File: src/rtl/mips_pipe_if.sv
// Instruction-in / writeback-out bundle of mips_pipe_core.
// master = instruction source, slave = the pipeline.
interface mips_pipe_if #(parameter int DATA_W = 32);
    logic              instr_valid;
    logic [31:0]       instr;
    logic              instr_ready;
    logic              wb_valid;
    logic [4:0]        wb_reg;
    logic [DATA_W-1:0] wb_data;
    logic              ex_ovf;

    modport master (output instr_valid, instr,
                    input  instr_ready, wb_valid, wb_reg, wb_data, ex_ovf);
    modport slave  (input  instr_valid, instr,
                    output instr_ready, wb_valid, wb_reg, wb_data, ex_ovf);
endinterface

File: src/rtl/mips_pipe_core.sv
// 4-stage (ID/EX/MEM/WB) MIPS subset pipeline with local regfile and data memory.
// Define PIPE_FWD_EN for EX/MEM + MEM/WB forwarding; otherwise ID interlocks on RAW hazards.
module mips_pipe_core #(
    parameter int DATA_W    = 32,
    parameter int RF_DEPTH  = 32,
    parameter int MEM_DEPTH = 32
) (
    input  logic       clk,
    input  logic       rst_n,
    mips_pipe_if.slave bus
);
    localparam int RF_AW  = $clog2(RF_DEPTH);
    localparam int MEM_AW = $clog2(MEM_DEPTH);
    localparam logic [4:0] RMASK = 5'(RF_DEPTH - 1);

    typedef enum logic [2:0] {ALU_ADD, ALU_SUB, ALU_AND, ALU_OR, ALU_SLT} alu_op_e;
    // An all-zero ctrl word is a bubble; we implies dst != 0.
    typedef struct packed {
        logic    vld;
        logic    we;
        logic    lw;
        logic    sw;
        logic    ovf_chk;
        logic    use_imm;
        alu_op_e alu;
        logic [4:0] dst;
    } ctrl_t;

    logic              id_vld_q;
    logic [31:0]       id_instr_q;
    ctrl_t             ex_c_q, mem_c_q, wb_c_q, ex_c_d;
    logic [DATA_W-1:0] ex_a_q, ex_b_q, ex_imm_q;
    logic [4:0]        ex_rs_q, ex_rt_q;
    logic [DATA_W-1:0] mem_alu_q, mem_sd_q, wb_data_q;
    logic              mem_ovf_q;
    logic [DATA_W-1:0] rf_q   [RF_DEPTH];
    logic [DATA_W-1:0] dmem_q [MEM_DEPTH];

    logic [5:0]        op, funct;
    logic [4:0]        rs, rt, rd;
    logic [DATA_W-1:0] imm_x, rs_val, rt_val;
    ctrl_t             dec;
    logic              use_rs, use_rt, ex_hit, stall;

    assign op    = id_instr_q[31:26];
    assign funct = id_instr_q[5:0];
    assign rs    = id_instr_q[25:21] & RMASK;
    assign rt    = id_instr_q[20:16] & RMASK;
    assign rd    = id_instr_q[15:11] & RMASK;
    assign imm_x = {{(DATA_W-16){id_instr_q[15]}}, id_instr_q[15:0]};

    always_comb begin
        dec    = '0;
        use_rs = 1'b0;
        use_rt = 1'b0;
        if (id_vld_q) begin
            dec.vld = 1'b1;
            case (op)
                6'h00: begin
                    use_rs = 1'b1; use_rt = 1'b1; dec.we = 1'b1; dec.dst = rd;
                    case (funct)
                        6'h20:   begin dec.alu = ALU_ADD; dec.ovf_chk = 1'b1; end
                        6'h22:   begin dec.alu = ALU_SUB; dec.ovf_chk = 1'b1; end
                        6'h24:   dec.alu = ALU_AND;
                        6'h25:   dec.alu = ALU_OR;
                        6'h2A:   dec.alu = ALU_SLT;
                        default: begin use_rs = 1'b0; use_rt = 1'b0; dec.we = 1'b0; dec.dst = '0; end
                    endcase
                end
                6'h08: begin use_rs = 1'b1; dec.we = 1'b1; dec.dst = rt; dec.use_imm = 1'b1; dec.ovf_chk = 1'b1; end
                6'h23: begin use_rs = 1'b1; dec.we = 1'b1; dec.lw = 1'b1; dec.dst = rt; dec.use_imm = 1'b1; end
                6'h2B: begin use_rs = 1'b1; use_rt = 1'b1; dec.sw = 1'b1; dec.use_imm = 1'b1; end
                default: ;
            endcase
            if (dec.dst == 5'd0) dec.we = 1'b0;
        end
    end

    // Register read with WB write-through so the retiring value is visible now.
    always_comb begin
        rs_val = rf_q[rs[RF_AW-1:0]];
        rt_val = rf_q[rt[RF_AW-1:0]];
        if (wb_c_q.we && wb_c_q.dst == rs) rs_val = wb_data_q;
        if (wb_c_q.we && wb_c_q.dst == rt) rt_val = wb_data_q;
        if (rs == 5'd0) rs_val = '0;
        if (rt == 5'd0) rt_val = '0;
    end

    assign ex_hit = ex_c_q.we && ((use_rs && rs == ex_c_q.dst) || (use_rt && rt == ex_c_q.dst));
`ifdef PIPE_FWD_EN
    assign stall = ex_hit && ex_c_q.lw;
`else
    logic mem_hit;
    assign mem_hit = mem_c_q.we && ((use_rs && rs == mem_c_q.dst) || (use_rt && rt == mem_c_q.dst));
    assign stall   = ex_hit || mem_hit;
`endif
    assign ex_c_d = stall ? '0 : dec;

    logic [DATA_W-1:0] fa, fb, alu_b, sum, diff, alu_res;
    logic              ovf;
`ifdef PIPE_FWD_EN
    // Loads in MEM are not forwarded; the load-use stall covers that case.
    always_comb begin
        fa = ex_a_q;
        fb = ex_b_q;
        if (mem_c_q.we && !mem_c_q.lw && mem_c_q.dst == ex_rs_q) fa = mem_alu_q;
        else if (wb_c_q.we && wb_c_q.dst == ex_rs_q)             fa = wb_data_q;
        if (mem_c_q.we && !mem_c_q.lw && mem_c_q.dst == ex_rt_q) fb = mem_alu_q;
        else if (wb_c_q.we && wb_c_q.dst == ex_rt_q)             fb = wb_data_q;
    end
`else
    assign fa = ex_a_q;
    assign fb = ex_b_q;
    logic unused_fwd;
    assign unused_fwd = ^{ex_rs_q, ex_rt_q};
`endif

    assign alu_b = ex_c_q.use_imm ? ex_imm_q : fb;
    assign sum   = fa + alu_b;
    assign diff  = fa - alu_b;

    always_comb begin
        case (ex_c_q.alu)
            ALU_SUB: alu_res = diff;
            ALU_AND: alu_res = fa & alu_b;
            ALU_OR:  alu_res = fa | alu_b;
            ALU_SLT: alu_res = {{(DATA_W-1){1'b0}}, $signed(fa) < $signed(alu_b)};
            default: alu_res = sum;
        endcase
        if (ex_c_q.alu == ALU_SUB)
            ovf = (fa[DATA_W-1] != alu_b[DATA_W-1]) && (diff[DATA_W-1] != fa[DATA_W-1]);
        else
            ovf = (fa[DATA_W-1] == alu_b[DATA_W-1]) && (sum[DATA_W-1] != fa[DATA_W-1]);
        ovf = ovf && ex_c_q.ovf_chk;
    end

    logic [MEM_AW-1:0] mem_addr;
    logic [DATA_W-1:0] mem_res;
    assign mem_addr = mem_alu_q[MEM_AW-1:0];
    assign mem_res  = mem_c_q.lw ? dmem_q[mem_addr] : mem_alu_q;

    always_ff @(posedge clk or negedge rst_n) begin
        if (!rst_n) begin
            id_vld_q   <= 1'b0;
            id_instr_q <= '0;
            ex_c_q     <= '0;
            ex_a_q     <= '0;
            ex_b_q     <= '0;
            ex_imm_q   <= '0;
            ex_rs_q    <= '0;
            ex_rt_q    <= '0;
            mem_c_q    <= '0;
            mem_alu_q  <= '0;
            mem_sd_q   <= '0;
            mem_ovf_q  <= 1'b0;
            wb_c_q     <= '0;
            wb_data_q  <= '0;
            for (int i = 0; i < RF_DEPTH; i++)  rf_q[i]   <= DATA_W'(i);
            for (int i = 0; i < MEM_DEPTH; i++) dmem_q[i] <= DATA_W'(i);
        end else begin
            if (!stall) begin
                id_vld_q <= bus.instr_valid;
                if (bus.instr_valid) id_instr_q <= bus.instr;
            end
            ex_c_q    <= ex_c_d;
            ex_a_q    <= rs_val;
            ex_b_q    <= rt_val;
            ex_imm_q  <= imm_x;
            ex_rs_q   <= rs;
            ex_rt_q   <= rt;
            mem_c_q   <= ex_c_q;
            mem_alu_q <= alu_res;
            mem_sd_q  <= fb;
            mem_ovf_q <= ovf;
            wb_c_q    <= mem_c_q;
            wb_data_q <= mem_res;
            if (wb_c_q.we) rf_q[wb_c_q.dst[RF_AW-1:0]] <= wb_data_q;
            if (mem_c_q.sw) dmem_q[mem_addr] <= mem_sd_q;
        end
    end

    assign bus.instr_ready = !stall;
    assign bus.wb_valid    = wb_c_q.we;
    assign bus.wb_reg      = wb_c_q.dst;
    assign bus.wb_data     = wb_data_q;
    assign bus.ex_ovf      = mem_ovf_q;

    logic unused_bits;
    assign unused_bits = ^{id_instr_q[10:6], wb_c_q};
endmodule

File: src/flat_wrapper.sv
// flat-port wrapper written by rule: the top's interface ports become plain ports
module mips_pipe_core_flat 
#(
    parameter int DATA_W    = 32,
    parameter int RF_DEPTH  = 32,
    parameter int MEM_DEPTH = 32
)
  (clk, rst_n, bus_instr_valid, bus_instr, bus_instr_ready, bus_wb_valid, bus_wb_reg, bus_wb_data, bus_ex_ovf);
  mips_pipe_if #(.DATA_W(DATA_W)) bus_i ();
  input  logic clk;
  input  logic rst_n;
  input wire logic [$bits(bus_i.instr_valid)-1:0] bus_instr_valid;
  input wire logic [$bits(bus_i.instr)-1:0] bus_instr;
  output wire logic [$bits(bus_i.instr_ready)-1:0] bus_instr_ready;
  output wire logic [$bits(bus_i.wb_valid)-1:0] bus_wb_valid;
  output wire logic [$bits(bus_i.wb_reg)-1:0] bus_wb_reg;
  output wire logic [$bits(bus_i.wb_data)-1:0] bus_wb_data;
  output wire logic [$bits(bus_i.ex_ovf)-1:0] bus_ex_ovf;
  assign bus_i.instr_valid = bus_instr_valid;
  assign bus_i.instr = bus_instr;
  assign bus_instr_ready = bus_i.instr_ready;
  assign bus_wb_valid = bus_i.wb_valid;
  assign bus_wb_reg = bus_i.wb_reg;
  assign bus_wb_data = bus_i.wb_data;
  assign bus_ex_ovf = bus_i.ex_ovf;
  mips_pipe_core #(.DATA_W(DATA_W), .RF_DEPTH(RF_DEPTH), .MEM_DEPTH(MEM_DEPTH)) u_core (.clk(clk), .rst_n(rst_n), .bus(bus_i));
endmodule
File: config.mk
export PLATFORM = sky130hd
export DESIGN_NAME = mips_pipe_core_flat
export DESIGN_NICKNAME = d
export VERILOG_FILES = /design/src/rtl/mips_pipe_if.sv /design/src/rtl/mips_pipe_core.sv /design/src/flat_wrapper.sv
export SDC_FILE = /design/constraint.sdc
export NUM_CORES = 2
export LEC_CHECK = 0
export CAP_MARGIN = 20
export CORE_MARGIN = 4
export CORE_UTILIZATION = 40
export DETAILED_ROUTE_END_ITERATION = 8
export PLACE_DENSITY = 0.54
export SLEW_MARGIN = 0
export SYNTH_ARGS = -nofsm -noshare
export SYNTH_HDL_FRONTEND = slang
export SYNTH_SLANG_ARGS = --single-unit
File: constraint.sdc
create_clock -name clk -period 6.9 [get_ports clk]
set_input_delay 0.69 -clock clk [delete_from_list [all_inputs] [get_ports clk]]
set_output_delay 0.69 -clock clk [all_outputs]
set_load 0.01 [all_outputs]
==> summary.txt <==
status - completed
Yosys warning total - 0
final slew viol count - 0
slew of the pin with the lowest slew margin - 1198 ps
Tot GR Track Use - 0.2450
global-route wire length before repair - 532.3 mm
relative slew slack - 0.2015
worst-case reg-to-reg path depth - 11
CTS sink count - 2285
Regs by FF count - u_core.dmem_q x1024, u_core.rf_q x1024
Lkg Pwr - 58.85 nW
remaining antenna violation count - 0
vias post-DR - 70202
Nets - 7832
Clock Skew - 64.13 ps
reg2reg start - u_core.ex_c_q[8]
Die Y - 542.2 um
Pint - 23.23 mW
worst hold path startpoint - u_core.ex_c_q[11]
Synth Cell Area - 0.1141 sq mm
fin crit share - 0.7390
clk_lat worst skew - 880 ps
Netlist cell types - 85
final setup vio count - 0
register share of total power - 0.442
Critical Path Fanout Max - 17
Crit-path slowest cell - dfrtp_1
CTS max path bufs - 4
crit path kind - flip-flop to flip-flop
worst stage delay on the critical path - 750 ps
WL final - 363.4 mm
CTS resizes - 0
Pwr Density - 247.1 mW/mm^2
Worst Hold End - u_core.mem_c_q[11]
# port buffers - 74
Post-synth EDFFs - 0
dominant synthesized flop cell - dfrtp_1
Max-Cap Viols - 0
largest net degree at the start of global routing - 179
Die Span X - 542.2 um
total grt overflow - 0
Avg Cell Area, Syn - 14.56 sq um
Critical path buffers and inverters - 1
switching part of the total - 0.2667
die area - 0.2940 sq mm
Residual DRC - 0
DRT iter0 DRCs - 5151
Final Hold Fails - 0
# IOs - 75
Root Driver - clkbuf_16
Initial Util - 0.4033
Syn Inst Count - 7837
Clk pwr share - 0.450
Final HPWL DP - 216.4 mm
std cell rows - 195
Sw Pwr - 8.447 mW
hold-critical path depth - 0
fmax - 196.1 MHz
hold-fix buffers at CTS - 1
sequential area share after synthesis - 0.5027
unrepaired setup endpoints after global routing - false
maximum VDD drop - 0.1627 mV
H-tree depth - 5
CP endpoint kind - flip-flop
Power Total - 31.68 mW
crit path DAT - 5870 ps
Num CTS Buffers - 272
vias in the first global route - 74381
Comb pwr share - 0.108
Area growth, synth to finish - 12.31%
Wirelength per Cell - 31.26 um
antenna violations before repair - 11
Top delay family on crit path - simple AND/OR/NAND/NOR gates
crit-path cells - clkinv_1, a21oi_1, ha_1, or4_1, nor4b_1, o21ai_0, nand3_1, a31oi_1, and3_1, a221oi_1, o21a_1
core area - 0.2830 sq mm
Syn Nets - 7992
clk slew on worst S/H paths - 70 ps
fraction of layout cells with a size suffix above 1 - 0.4770
Post-synth ARST share - 1.000
RePlAce Congestion - 0.8436
drt first pass iters - 7
post-synthesis register bit count - 2285
HP Class - flip-flop to flip-flop
post-CTS setup repair buffer count - 0
R2R Setup Slk - 1800 ps
CP required - 7670 ps
Setup TNS - 0 ps
crit start category - flip-flop
vias per cell - 6.040
post-route minimum period - 5099 ps
R2R Path End - u_core.mem_alu_q[31]
CTS tree - yes
[power by group through the flow]
stage	clock network, mW	registers (mW)	logic [mW]
2_1_floorplan	0	14.0	2.06
3_3_place_gp	0	14.3	3.35
3_5_place_dp	0	14.3	3.37
4_1_cts	14.6	14.0	3.38
5_1_grt	15.1	14.0	3.65
6_report	14.3	14.0	3.42
[metal layers]
| layer | GRT usage | wire [um] | vias up |
|---|---|---|---|
| met1 | 0.3291 | 154900 | 38550 |
| met2 | 0.4154 | 179700 | 1872 |
| met4 | 0.07018 | 11480 | 2 |
| li1 | - | - | 29178 |
| met5 | 0 | 13 | - |
| met3 | 0.03395 | 17270 | 600 |
[how the worst max path moves through the flow]
| stage | startpoint | endpoint | depth (start not counted) |
|---|---|---|---|
| 2_1_floorplan | u_core.ex_c_q[8] | u_core.mem_alu_q[30] | 15 |
| 3_3_place_gp | u_core.ex_c_q[8] | u_core.mem_alu_q[31] | 11 |
| 3_5_place_dp | u_core.ex_c_q[8] | u_core.mem_alu_q[31] | 11 |
| 4_1_cts | u_core.ex_c_q[8] | u_core.mem_alu_q[31] | 11 |
| 5_1_grt | u_core.ex_c_q[8] | u_core.mem_alu_q[31] | 12 |
| 6_report | u_core.ex_c_q[8] | u_core.mem_alu_q[31] | 11 |
[cell type report]
cell class	instances	area (sq um)
antenna	8	20.02
clock buffer	415	8118
clock inverter	54	629.4
fill	25011	154800
inverter	122	457.9
multi-input combinational	4684	53690
sequential	2285	57440
tap	3743	4683
timing repair buffer	312	3163
[layout by cell type (no fill, tap or decap), drive strengths merged, types with 8 or more instances in the layout]
master / instances
mux2i: 248
o22ai: 71
a31oi: 19
nand2b: 46
mux4: 743
nand3b: 9
xor2: 31
clkdlybuf4s50: 73
clkbuf: 416
a21o: 17
nor3: 20
o221ai: 40
nand2: 169
clkinv: 35
nand4: 8
dfrtp: 2125
nor4: 10
a21oi: 206
a211oi: 81
xnor2: 39
a221o: 21
ha: 118
nor2: 250
a221oi: 57
mux2: 2138
nand3: 27
o211ai: 44
bufinv: 10
nor2b: 12
o31ai: 9
o21bai: 14
dfstp: 160
inv: 126
diode: 8
or3: 17
a22oi: 30
o21ai: 80
and3: 18
buf: 237
[per-stage QoR]
step	setup WS (ps)	std cells	hold WS, ps	utilization	area [sq um]
after floorplan	2990	7837	331.2	-	114100
after global placement	1717	11126	334.2	0.4206	119000
after detailed placement	1911	11131	334.6	0.4210	119100
after CTS	1810	11601	348.3	0.4519	127900
after global routing	1665	11618	369.9	0.4529	128200
final	1801	11623	346.1	0.4530	128200
[logic make-up (layout without fill, tap and decap cells)]
family                   Yosys count  count (layout)  synth area share
AO/OA/AOI/OAI                    746             746           0.04438
XOR/XNOR                          70              70          0.005371
adder cells (fa/ha/maj)          122             122           0.01346
buffers and inverters            868             903           0.03025
flip-flops                      2285            2285            0.5027
multiplexers                    3129            3129            0.3793
other                              0               8                 0
AND/OR/NAND/NOR                  617             617           0.02454
[synthesized netlist by cell type (7+ instances only)]
cell / instances / area share
or3_1: 17 / 0.00093
a211oi_1: 79 / 0.0052
dfstp_2: 160 / 0.037
nor3b_1: 7 / 0.00046
mux2i_1: 248 / 0.022
o21ai_0: 73 / 0.0032
a221o_1: 21 / 0.0018
o221ai_1: 40 / 0.0031
buf_4: 16 / 0.0011
o211ai_1: 44 / 0.0029
a22o_1: 7 / 0.00054
nor4_1: 10 / 0.00055
a22oi_1: 30 / 0.0020
a221oi_1: 57 / 0.0044
nand2_1: 169 / 0.0056
o21bai_1: 14 / 0.00092
nor3_1: 20 / 0.00088
nand4_1: 8 / 0.00044
o22ai_1: 71 / 0.0039
inv_1: 117 / 0.0038
mux2_1: 23 / 0.0023
ha_1: 118 / 0.013
a21o_1: 17 / 0.0011
mux2_2: 2115 / 0.21
buf_2: 108 / 0.0047
nand3_1: 27 / 0.0012
xor2_1: 31 / 0.0024
a31oi_1: 19 / 0.0010
nand2b_1: 46 / 0.0025
nor2_1: 250 / 0.0082
nand3b_1: 9 / 0.00059
o31ai_1: 8 / 0.00053
xnor2_1: 39 / 0.0030
a21oi_1: 206 / 0.0090
mux4_2: 743 / 0.15
nor2b_1: 12 / 0.00066
buf_1: 141 / 0.0046
and3_1: 18 / 0.00099
dfrtp_1: 2125 / 0.47
clkbuf_1: 481 / 0.016
(Power assumes the default switching activity.)
